`src/rtl/cpu_pkg.sv`:
```
// Shared CPU definitions: opcodes, instruction field positions and the fetch state encoding.
// Imported by the fetch unit and the control unit.
package cpu_pkg;

    localparam int unsigned OPCODE_W = 3;
    localparam int unsigned REG_W    = 3;
    localparam int unsigned IMM_W    = 7;
    localparam int unsigned CNT_W    = 16;

    localparam int unsigned OPCODE_MSB = 15;
    localparam int unsigned OPCODE_LSB = 13;
    localparam int unsigned RS_MSB     = 12;
    localparam int unsigned RS_LSB     = 10;
    localparam int unsigned RT_MSB     = 9;
    localparam int unsigned RT_LSB     = 7;
    localparam int unsigned RD_MSB     = 6;
    localparam int unsigned RD_LSB     = 4;
    localparam int unsigned IMM_MSB    = 6;
    localparam int unsigned IMM_LSB    = 0;

    localparam logic [OPCODE_W-1:0] LOAD_WORD     = 3'b001;
    localparam logic [OPCODE_W-1:0] STORE_WORD    = 3'b010;
    localparam logic [OPCODE_W-1:0] JUMP          = 3'b011;
    localparam logic [OPCODE_W-1:0] ADD           = 3'b100;
    localparam logic [OPCODE_W-1:0] ADD_IMMEDIATE = 3'b101;
    localparam logic [OPCODE_W-1:0] SUBTRACT      = 3'b110;

    typedef enum logic [0:0] {
        S_REQ  = 1'b0,
        S_FULL = 1'b1
    } fetch_state_t;

endpackage

```
`src/rtl/instr_fetch_unit_if.sv`:
```
// Fetch-stage bus: instruction-memory handshake, decode handshake, redirect and decoded fields.
interface instr_fetch_unit_if #(
    parameter int unsigned ADDR_W  = 8,
    parameter int unsigned INSTR_W = 16
);
    import cpu_pkg::*;

    logic                imem_req;
    logic [ADDR_W-1:0]   imem_addr;
    logic                imem_ready;
    logic [INSTR_W-1:0]  imem_rdata;
    logic                id_ready;
    logic                jump_en;
    logic [ADDR_W-1:0]   jump_target;
    logic                if_valid;
    logic [INSTR_W-1:0]  instr;
    logic [OPCODE_W-1:0] opcode;
    logic [REG_W-1:0]    rs;
    logic [REG_W-1:0]    rt;
    logic [REG_W-1:0]    rd;
    logic [IMM_W-1:0]    imm;
    logic [ADDR_W-1:0]   pc_out;

    modport master (
        output imem_req, imem_addr, if_valid, instr, opcode, rs, rt, rd, imm, pc_out,
        input  imem_ready, imem_rdata, id_ready, jump_en, jump_target
    );

    modport slave (
        input  imem_req, imem_addr, if_valid, instr, opcode, rs, rt, rd, imm, pc_out,
        output imem_ready, imem_rdata, id_ready, jump_en, jump_target
    );

endinterface

```
`src/rtl/if_perf_counter.sv`:
```
// Saturating event counter used for the optional fetch performance counters.
module if_perf_counter #(
    parameter int unsigned WIDTH = 16
) (
    input  logic             clk,
    input  logic             reset,
    input  logic             inc,
    output logic [WIDTH-1:0] count
);

    always_ff @(posedge clk or posedge reset) begin
        if (reset) begin
            count <= '0;
        end else if (inc && (count != '1)) begin
            count <= count + WIDTH'(1);
        end
    end

endmodule

```
`src/rtl/instr_fetch_unit.sv`:
```
// Fetch stage: PC, instruction-memory request/response handshake and instruction register.
// Optional macro IF_PERF_COUNT_EN adds fetch_count/stall_count saturating counters.
module instr_fetch_unit
    import cpu_pkg::*;
#(
    parameter int unsigned ADDR_W   = 8,
    parameter int unsigned INSTR_W  = 16,
    parameter int unsigned PC_RESET = 0,
    parameter int unsigned PC_STEP  = 1
) (
    input  logic               clk,
    input  logic               reset,
`ifdef IF_PERF_COUNT_EN
    output logic [CNT_W-1:0]   fetch_count,
    output logic [CNT_W-1:0]   stall_count,
`endif
    instr_fetch_unit_if.master bus
);

    fetch_state_t       state, state_nx;
    logic [ADDR_W-1:0]  pc, pc_nx;
    logic [ADDR_W-1:0]  pc_out_q, pc_out_nx;
    logic [INSTR_W-1:0] instr_q, instr_nx;

    always_ff @(posedge clk or posedge reset) begin
        if (reset) begin
            state    <= S_REQ;
            pc       <= ADDR_W'(PC_RESET);
            pc_out_q <= '0;
            instr_q  <= '0;
        end else begin
            state    <= state_nx;
            pc       <= pc_nx;
            pc_out_q <= pc_out_nx;
            instr_q  <= instr_nx;
        end
    end

    // A redirect always wins: it drops any returning data and any held instruction.
    always_comb begin
        state_nx  = state;
        pc_nx     = pc;
        pc_out_nx = pc_out_q;
        instr_nx  = instr_q;
        case (state)
            S_REQ: begin
                if (bus.jump_en) begin
                    pc_nx = bus.jump_target;
                end else if (bus.imem_ready) begin
                    instr_nx  = bus.imem_rdata;
                    pc_out_nx = pc;
                    pc_nx     = pc + ADDR_W'(PC_STEP);
                    state_nx  = S_FULL;
                end
            end
            S_FULL: begin
                if (bus.jump_en) begin
                    pc_nx    = bus.jump_target;
                    state_nx = S_REQ;
                end else if (bus.id_ready) begin
                    state_nx = S_REQ;
                end
            end
        endcase
    end

    // Request is a state decode, forced low while reset is held.
    assign bus.imem_req  = (state == S_REQ) && !reset;
    assign bus.imem_addr = pc;
    assign bus.if_valid  = (state == S_FULL);
    assign bus.instr     = instr_q;
    assign bus.pc_out    = pc_out_q;
    assign bus.opcode    = instr_q[OPCODE_MSB:OPCODE_LSB];
    assign bus.rs        = instr_q[RS_MSB:RS_LSB];
    assign bus.rt        = instr_q[RT_MSB:RT_LSB];
    assign bus.rd        = instr_q[RD_MSB:RD_LSB];
    assign bus.imm       = instr_q[IMM_MSB:IMM_LSB];

`ifdef IF_PERF_COUNT_EN
    logic fetch_inc_c;
    logic stall_inc_c;

    assign fetch_inc_c = (state == S_REQ) && bus.imem_ready && !bus.jump_en;
    assign stall_inc_c = (state == S_FULL) && !bus.id_ready;

    if_perf_counter #(.WIDTH(CNT_W)) u_fetch_cnt (
        .clk   (clk),
        .reset (reset),
        .inc   (fetch_inc_c),
        .count (fetch_count)
    );

    if_perf_counter #(.WIDTH(CNT_W)) u_stall_cnt (
        .clk   (clk),
        .reset (reset),
        .inc   (stall_inc_c),
        .count (stall_count)
    );
`endif

endmodule

```
`src/flat_wrapper.sv`:
```
// flat-port wrapper written by rule: the top's interface ports become plain ports
module instr_fetch_unit_flat import cpu_pkg::*;
#(
    parameter int unsigned ADDR_W   = 8,
    parameter int unsigned INSTR_W  = 16,
    parameter int unsigned PC_RESET = 0,
    parameter int unsigned PC_STEP  = 1
)
  (clk, reset, bus_imem_req, bus_imem_addr, bus_if_valid, bus_instr, bus_opcode, bus_rs, bus_rt, bus_rd, bus_imm, bus_pc_out, bus_imem_ready, bus_imem_rdata, bus_id_ready, bus_jump_en, bus_jump_target);
  instr_fetch_unit_if #(.ADDR_W(ADDR_W), .INSTR_W(INSTR_W)) bus_i ();
  input  logic clk;
  input  logic reset;
  output wire logic [$bits(bus_i.imem_req)-1:0] bus_imem_req;
  output wire logic [$bits(bus_i.imem_addr)-1:0] bus_imem_addr;
  output wire logic [$bits(bus_i.if_valid)-1:0] bus_if_valid;
  output wire logic [$bits(bus_i.instr)-1:0] bus_instr;
  output wire logic [$bits(bus_i.opcode)-1:0] bus_opcode;
  output wire logic [$bits(bus_i.rs)-1:0] bus_rs;
  output wire logic [$bits(bus_i.rt)-1:0] bus_rt;
  output wire logic [$bits(bus_i.rd)-1:0] bus_rd;
  output wire logic [$bits(bus_i.imm)-1:0] bus_imm;
  output wire logic [$bits(bus_i.pc_out)-1:0] bus_pc_out;
  input wire logic [$bits(bus_i.imem_ready)-1:0] bus_imem_ready;
  input wire logic [$bits(bus_i.imem_rdata)-1:0] bus_imem_rdata;
  input wire logic [$bits(bus_i.id_ready)-1:0] bus_id_ready;
  input wire logic [$bits(bus_i.jump_en)-1:0] bus_jump_en;
  input wire logic [$bits(bus_i.jump_target)-1:0] bus_jump_target;
  assign bus_imem_req = bus_i.imem_req;
  assign bus_imem_addr = bus_i.imem_addr;
  assign bus_if_valid = bus_i.if_valid;
  assign bus_instr = bus_i.instr;
  assign bus_opcode = bus_i.opcode;
  assign bus_rs = bus_i.rs;
  assign bus_rt = bus_i.rt;
  assign bus_rd = bus_i.rd;
  assign bus_imm = bus_i.imm;
  assign bus_pc_out = bus_i.pc_out;
  assign bus_i.imem_ready = bus_imem_ready;
  assign bus_i.imem_rdata = bus_imem_rdata;
  assign bus_i.id_ready = bus_id_ready;
  assign bus_i.jump_en = bus_jump_en;
  assign bus_i.jump_target = bus_jump_target;
  instr_fetch_unit #(.ADDR_W(ADDR_W), .INSTR_W(INSTR_W), .PC_RESET(PC_RESET), .PC_STEP(PC_STEP)) u_core (.clk(clk), .reset(reset), .bus(bus_i));
endmodule
```
`config.mk`:
```
export PLATFORM = sky130hd
export DESIGN_NAME = instr_fetch_unit_flat
export DESIGN_NICKNAME = d
export VERILOG_FILES = /design/src/rtl/cpu_pkg.sv /design/src/rtl/instr_fetch_unit_if.sv /design/src/rtl/if_perf_counter.sv /design/src/rtl/instr_fetch_unit.sv /design/src/flat_wrapper.sv
export SDC_FILE = /design/constraint.sdc
export NUM_CORES = 1
export LEC_CHECK = 0
export CAP_MARGIN = 15
export CORE_ASPECT_RATIO = 0.5
export CORE_MARGIN = 10
export CORE_UTILIZATION = 41
export CTS_BUF_LIST = sky130_fd_sc_hd__clkbuf_8
export DETAILED_ROUTE_END_ITERATION = 6
export GPL_TIMING_DRIVEN = 0
export PLACE_DENSITY = 0.82
export SLEW_MARGIN = 20
export SYNTH_ARGS = -nofsm -noshare
export SYNTH_HDL_FRONTEND = slang
export SYNTH_SLANG_ARGS = --single-unit
```
`constraint.sdc`:
```
create_clock -name clk -period 1.7 [get_ports clk]
set_input_delay 0.34 -clock clk [delete_from_list [all_inputs] [get_ports clk]]
set_output_delay 0.34 -clock clk [all_outputs]
set_load 0.005 [all_outputs]
```
## After elaboration in Yosys (flattened, before gate mapping)

Cells that the tools add are included.

| storage, ports and cells | value |
|---|---|
| bits in registers | 33 |
| latch bits | 0 |
| RAM bits | 0 |
| bits in read-only memories | 0 |
| word-level logic and storage cells | 22 |
| memories kept | 0 |

| cells by class | value |
|---|---|
| add/subtract/negate cells | 1 |
| $mul | 0 |
| div/mod/pow operators | 0 |
| magnitude comparators | 0 |
| equal/unequal tests | 2 |
| shift-type cells | 0 |
| muxes and demuxes | 9 |
| bitwise gates (word level) | 2 |
| reduce and logical (&&, ||, !) cells | 4 |

Operators with widths:

| kind | number |
|---|---|
| $mux 8 | 3 |
| $pmux 8 s2 | 1 |
| $add 8x1->8 const B | 1 |
| $mux 1 | 4 |
| $ne 3x3->1 const B | 1 |
| $reduce_and 3->1 | 1 |
| $ne 2x2->1 const B | 1 |
| $not 1->1 | 2 |
| $pmux 1 s2 | 1 |
| $reduce_and 2->1 | 1 |
| $logic_and 1x1->1 | 1 |
| $logic_not 1->1 | 1 |

## Depth between registers and ports, before layout

| logic depth | value |
|---|---|
| word-level depth | 4 |
| gate-level depth with buffers | 5 |

## Worst setup path before layout

Ideal clock, no wire load.

| path | value |
|---|---|
| path kind | register to register |
| start | register u_core.state (netlist: u_core.bus.if_valid) |
| end | register u_core.instr_q[10] (netlist: u_core.bus.instr[10]) |
| library setup time | 0.125 ns |
| data arrival time | 1.373 ns |
| slack | 0.202 ns |
| stages on the path, launching flop included | 5 |
| buffers on the path | 2 |
| cell sequence | dfrtp_1 > buf_2 > nor3b_4 > buf_6 > mux2_2 |

| on the way | value |
|---|---|
| cells in the longest elaborated chain, start to end | 2 |

RTL lines:

| what | line | RTL |
|---|---|---|
| from (decl) | instr_fetch_unit.sv:20 | `fetch_state_t state, state_nx;` |
| from (signal assigned) | instr_fetch_unit.sv:32 | `state <= state_nx;` |
| $not 1->1 (no source line) | - |  |
| $reduce_and 3->1 (no source line) | - |  |
| to (signal assigned) | instr_fetch_unit.sv:35 | `instr_q <= instr_nx;` |
| to (decl) | instr_fetch_unit.sv:23 | `logic [INSTR_W-1:0] instr_q, instr_nx;` |

No other way between the ends.
A chain may end at the register's enable or synchronous reset.

## Worst setup path after layout

| path | value |
|---|---|
| start | register u_core.instr_q[5] (netlist: u_core.bus.instr[5]) |
| end | output bus_instr[5] |

RTL lines:

| what | line | RTL |
|---|---|---|
| to (decl) | flat_wrapper.sv:16 | `output wire logic [$bits(bus_i.instr)-1:0] bus_instr;` |

No word-level cell between the ends.

==> impl_metrics.ini <==
[run_status]
status = finished clean

[place]
place_area_sq_mm = 0.00245
gp_congestion = 0.794
dp.final_hpwl_microns = 3370
port_buffers = 80

[global_routing]
grt_pass1_wl_microns = 6980
grt_overflow_total = 0
grt_pass1_vias = 1391
antenna_found_initial = 0
grt_max_degree = 34
grtUsageTotal_pct = 12.7

[critical_path]
worstPathMaxFanout = 4
cp_cell_sequence = buf_4, clkdlybuf4s50_1
criticalPathCategory = flop to primary output
max_stage_delay_ns = 0.50
slowest_stage = clkdlybuf4s50_1
arrival_ns = 1.30
critPathTopFamily = buffers and inverters
worst_setup_path_start_kind = flop
crit_buf_inv = 2
cp-end-kind = primary output
required_ns = 1.36

[power]
power.internal_uw = 2200
leakage_uw = 0.00112
p_sw_uw = 687
sequentialPowerShare_pct = 36.2
pwr-share-comb_pct = 33.2
power_density_mw_per_mm2 = 1110
max-vdd-ir-drop_mv = 0.494
power_frac_clock_pct = 30.5
p_sw_share_pct = 23.8

[detailed_routing]
drt-initial-drc-count = 46
first_pass_iters = 4
avgViaCountPerCell = 4.74
ant_nets = 0
detail_route.wl_per_cell_microns = 15.9
routed-via-count = 1295
drc_errors = 0
wl_microns = 4340

[logic_synthesis]
async_reset_ff_share_pct = 100
syn_inst = 131
synth_area_leaders = dfrtp_1, mux2_2, buf_4
syn_area_sq_mm = 0.00159
yosysTopAreaCell = dfrtp_1
ys_seq_area_share_pct = 52.1
yosysTopAreaCellShare_pct = 52.1
syn_nets = 161
synth_cell_types = 34
synth_most_common_cell = dfrtp_1
syn_area_per_cell_sq_um = 12.1
synth_common_cells = dfrtp_1, mux2_2, buf_4, nand2_1
ys_ff_latch = 33
ys.flop_type = dfrtp_1
yosys_warnings = 0
synth_edf_count = 0

[die]
dieArea_sq_mm = 0.00691
die_h_microns = 64.0
io-pin-count = 82
core_region_area_sq_mm = 0.00357
die_w_microns = 108
start_util_pct = 44.5
row_count = 15

[sta]
timing.final.crit_share_pct = 96.6
worstMarginPinSlew_ns = 0.694
timing.final.max_slew_violations = 0
rsz0062_at_grt = no
fin_worst_skew_ns = 0.00425
period_needed_ns = 1.64
hold_viol = 0
fin_setup_tns_ns = 0
setup_viol = 0
hold_ws_ns = 0.449
slew-limit-headroom_pct = 53.7
fmax_ghz = 0.609

[clocking]
cts-root-buf = clkbuf_8
clock_latency_ns = 0.29
cts_tree = done
clkSinkCount = 33
cts_buffers = 5
path_clk_slew_ns = 0.07
clockBufferDepth = 2
htree_num_levels = 2
cts_hold_buf = 0

[final_layout]
postLayoutCellArea_sq_mm = 0.00261
syn_to_final_growth_pct = 64.5
layout-drive-gt1-share_pct = 27.9
diodes = 0
nets = 251
fin_util_pct = 73.2

[flow_run]
maxCapViolations = 0

[min_path]
hold_path_class = input pin to flop
-- layer usage --
metal  GRT usage (%)  share of wire (%)  vias to the layer above
met2            23.7                 55                       29
met1            13.2                 38                      637
met3            3.60                4.9                        6
met4            4.80                1.3                        0
met5               0                  0                        -
li1                -                  -                      623
-- metrics by stage --
stage	cells	total power [uW]	setup WS, ns
finish	273	2890	0.0572
global route	273	3040	0.00233
CTS	272	2920	0.0157
detailed placement	262	2030	-0.404
global placement	262	2000	-0.389
floorplan	131	1410	0.202
-- worst min-delay path, delay by kind of cell --
kind	cells	cell delay, ns
and+or+nand+nor	1	0.11
buffers and inverters	1	0.19
AOI/OAI and AO/OA	1	0.05
-- layout by cell type (no fill, tap or decap), types with 3 or more instances in the layout --
| master | instances |
|---|---|
| o21ai_0 | 5 |
| inv_1 | 3 |
| clkdlybuf4s50_1 | 78 |
| nand3_1 | 5 |
| dfrtp_1 | 32 |
| buf_4 | 22 |
| nor2_1 | 3 |
| clkbuf_8 | 5 |
| nand2_1 | 7 |
| mux2_2 | 23 |
-- cell type report --
| class | instances | area [sq um] |
|---|---|---|
| clock buffer | 5 | 68.8 |
| sequential | 33 | 827 |
| tap | 51 | 63.8 |
| buffer | 25 | 184 |
| inverter | 4 | 15.0 |
| fill | 265 | 956 |
| timing repair buffer | 83 | 825 |
| clock inverter | 3 | 65.1 |
| multi-input combinational | 69 | 562 |
-- final timing paths --
path                                                   from                                   to  slack, ns  cells past startpoint
min reg2reg                u_core.bus.pc_out[2]$_DFFE_PP0P_     u_core.bus.pc_out[2]$_DFFE_PP0P_       0.51                      1
max                         u_core.bus.instr[5]$_DFFE_PP0P_                         bus_instr[5]       0.06                      2
max in group asynchronous                             reset  u_core.bus.imem_addr[0]$_DFFE_PP0P_       0.71                      2
min                                          bus_imem_ready        u_core.bus.if_valid$_DFF_PP0_       0.45                      3
min in group asynchronous                             reset  u_core.bus.imem_addr[0]$_DFFE_PP0P_       0.51                      2
max reg2reg                   u_core.bus.if_valid$_DFF_PP0_      u_core.bus.instr[5]$_DFFE_PP0P_       0.18                      4
-- repair_timing --
action	in CTS	in global routing
gates resized for setup	1	2
gates cloned	0	0
setup endpoints to repair	19	22
buffers inserted	2	1
-- cell families (layout without fill, tap and decap cells) --
kind of cell / Yosys count / count (layout) / synth area share, %
flops: 33 / 33 / 52.1
simple gates: 29 / 29 / 11.3
buf+inv: 29 / 120 / 12.5
mux: 24 / 24 / 17.0
compound gates: 13 / 13 / 5.28
xor+xnor: 2 / 2 / 1.10
fa+ha+maj: 1 / 1 / 0.789
-- registers in the layout, indices dropped and copies added, names as in the netlist --
register              flops
u_core.bus.pc_out         8
u_core.bus.instr         16
u_core.bus.imem_addr      8
u_core.bus.if_valid       1
-- power groups by stage --
stage          combinational [uW]  clock [uW]  sequential, uW
2_1_floorplan                 353           0            1060
3_3_place_gp                  952           0            1050
3_5_place_dp                  969           0            1060
4_1_cts                       977         900            1050
5_1_grt                      1030         938            1070
6_report                      959         882            1050
Note: power is estimated with default switching activity, not from simulation.
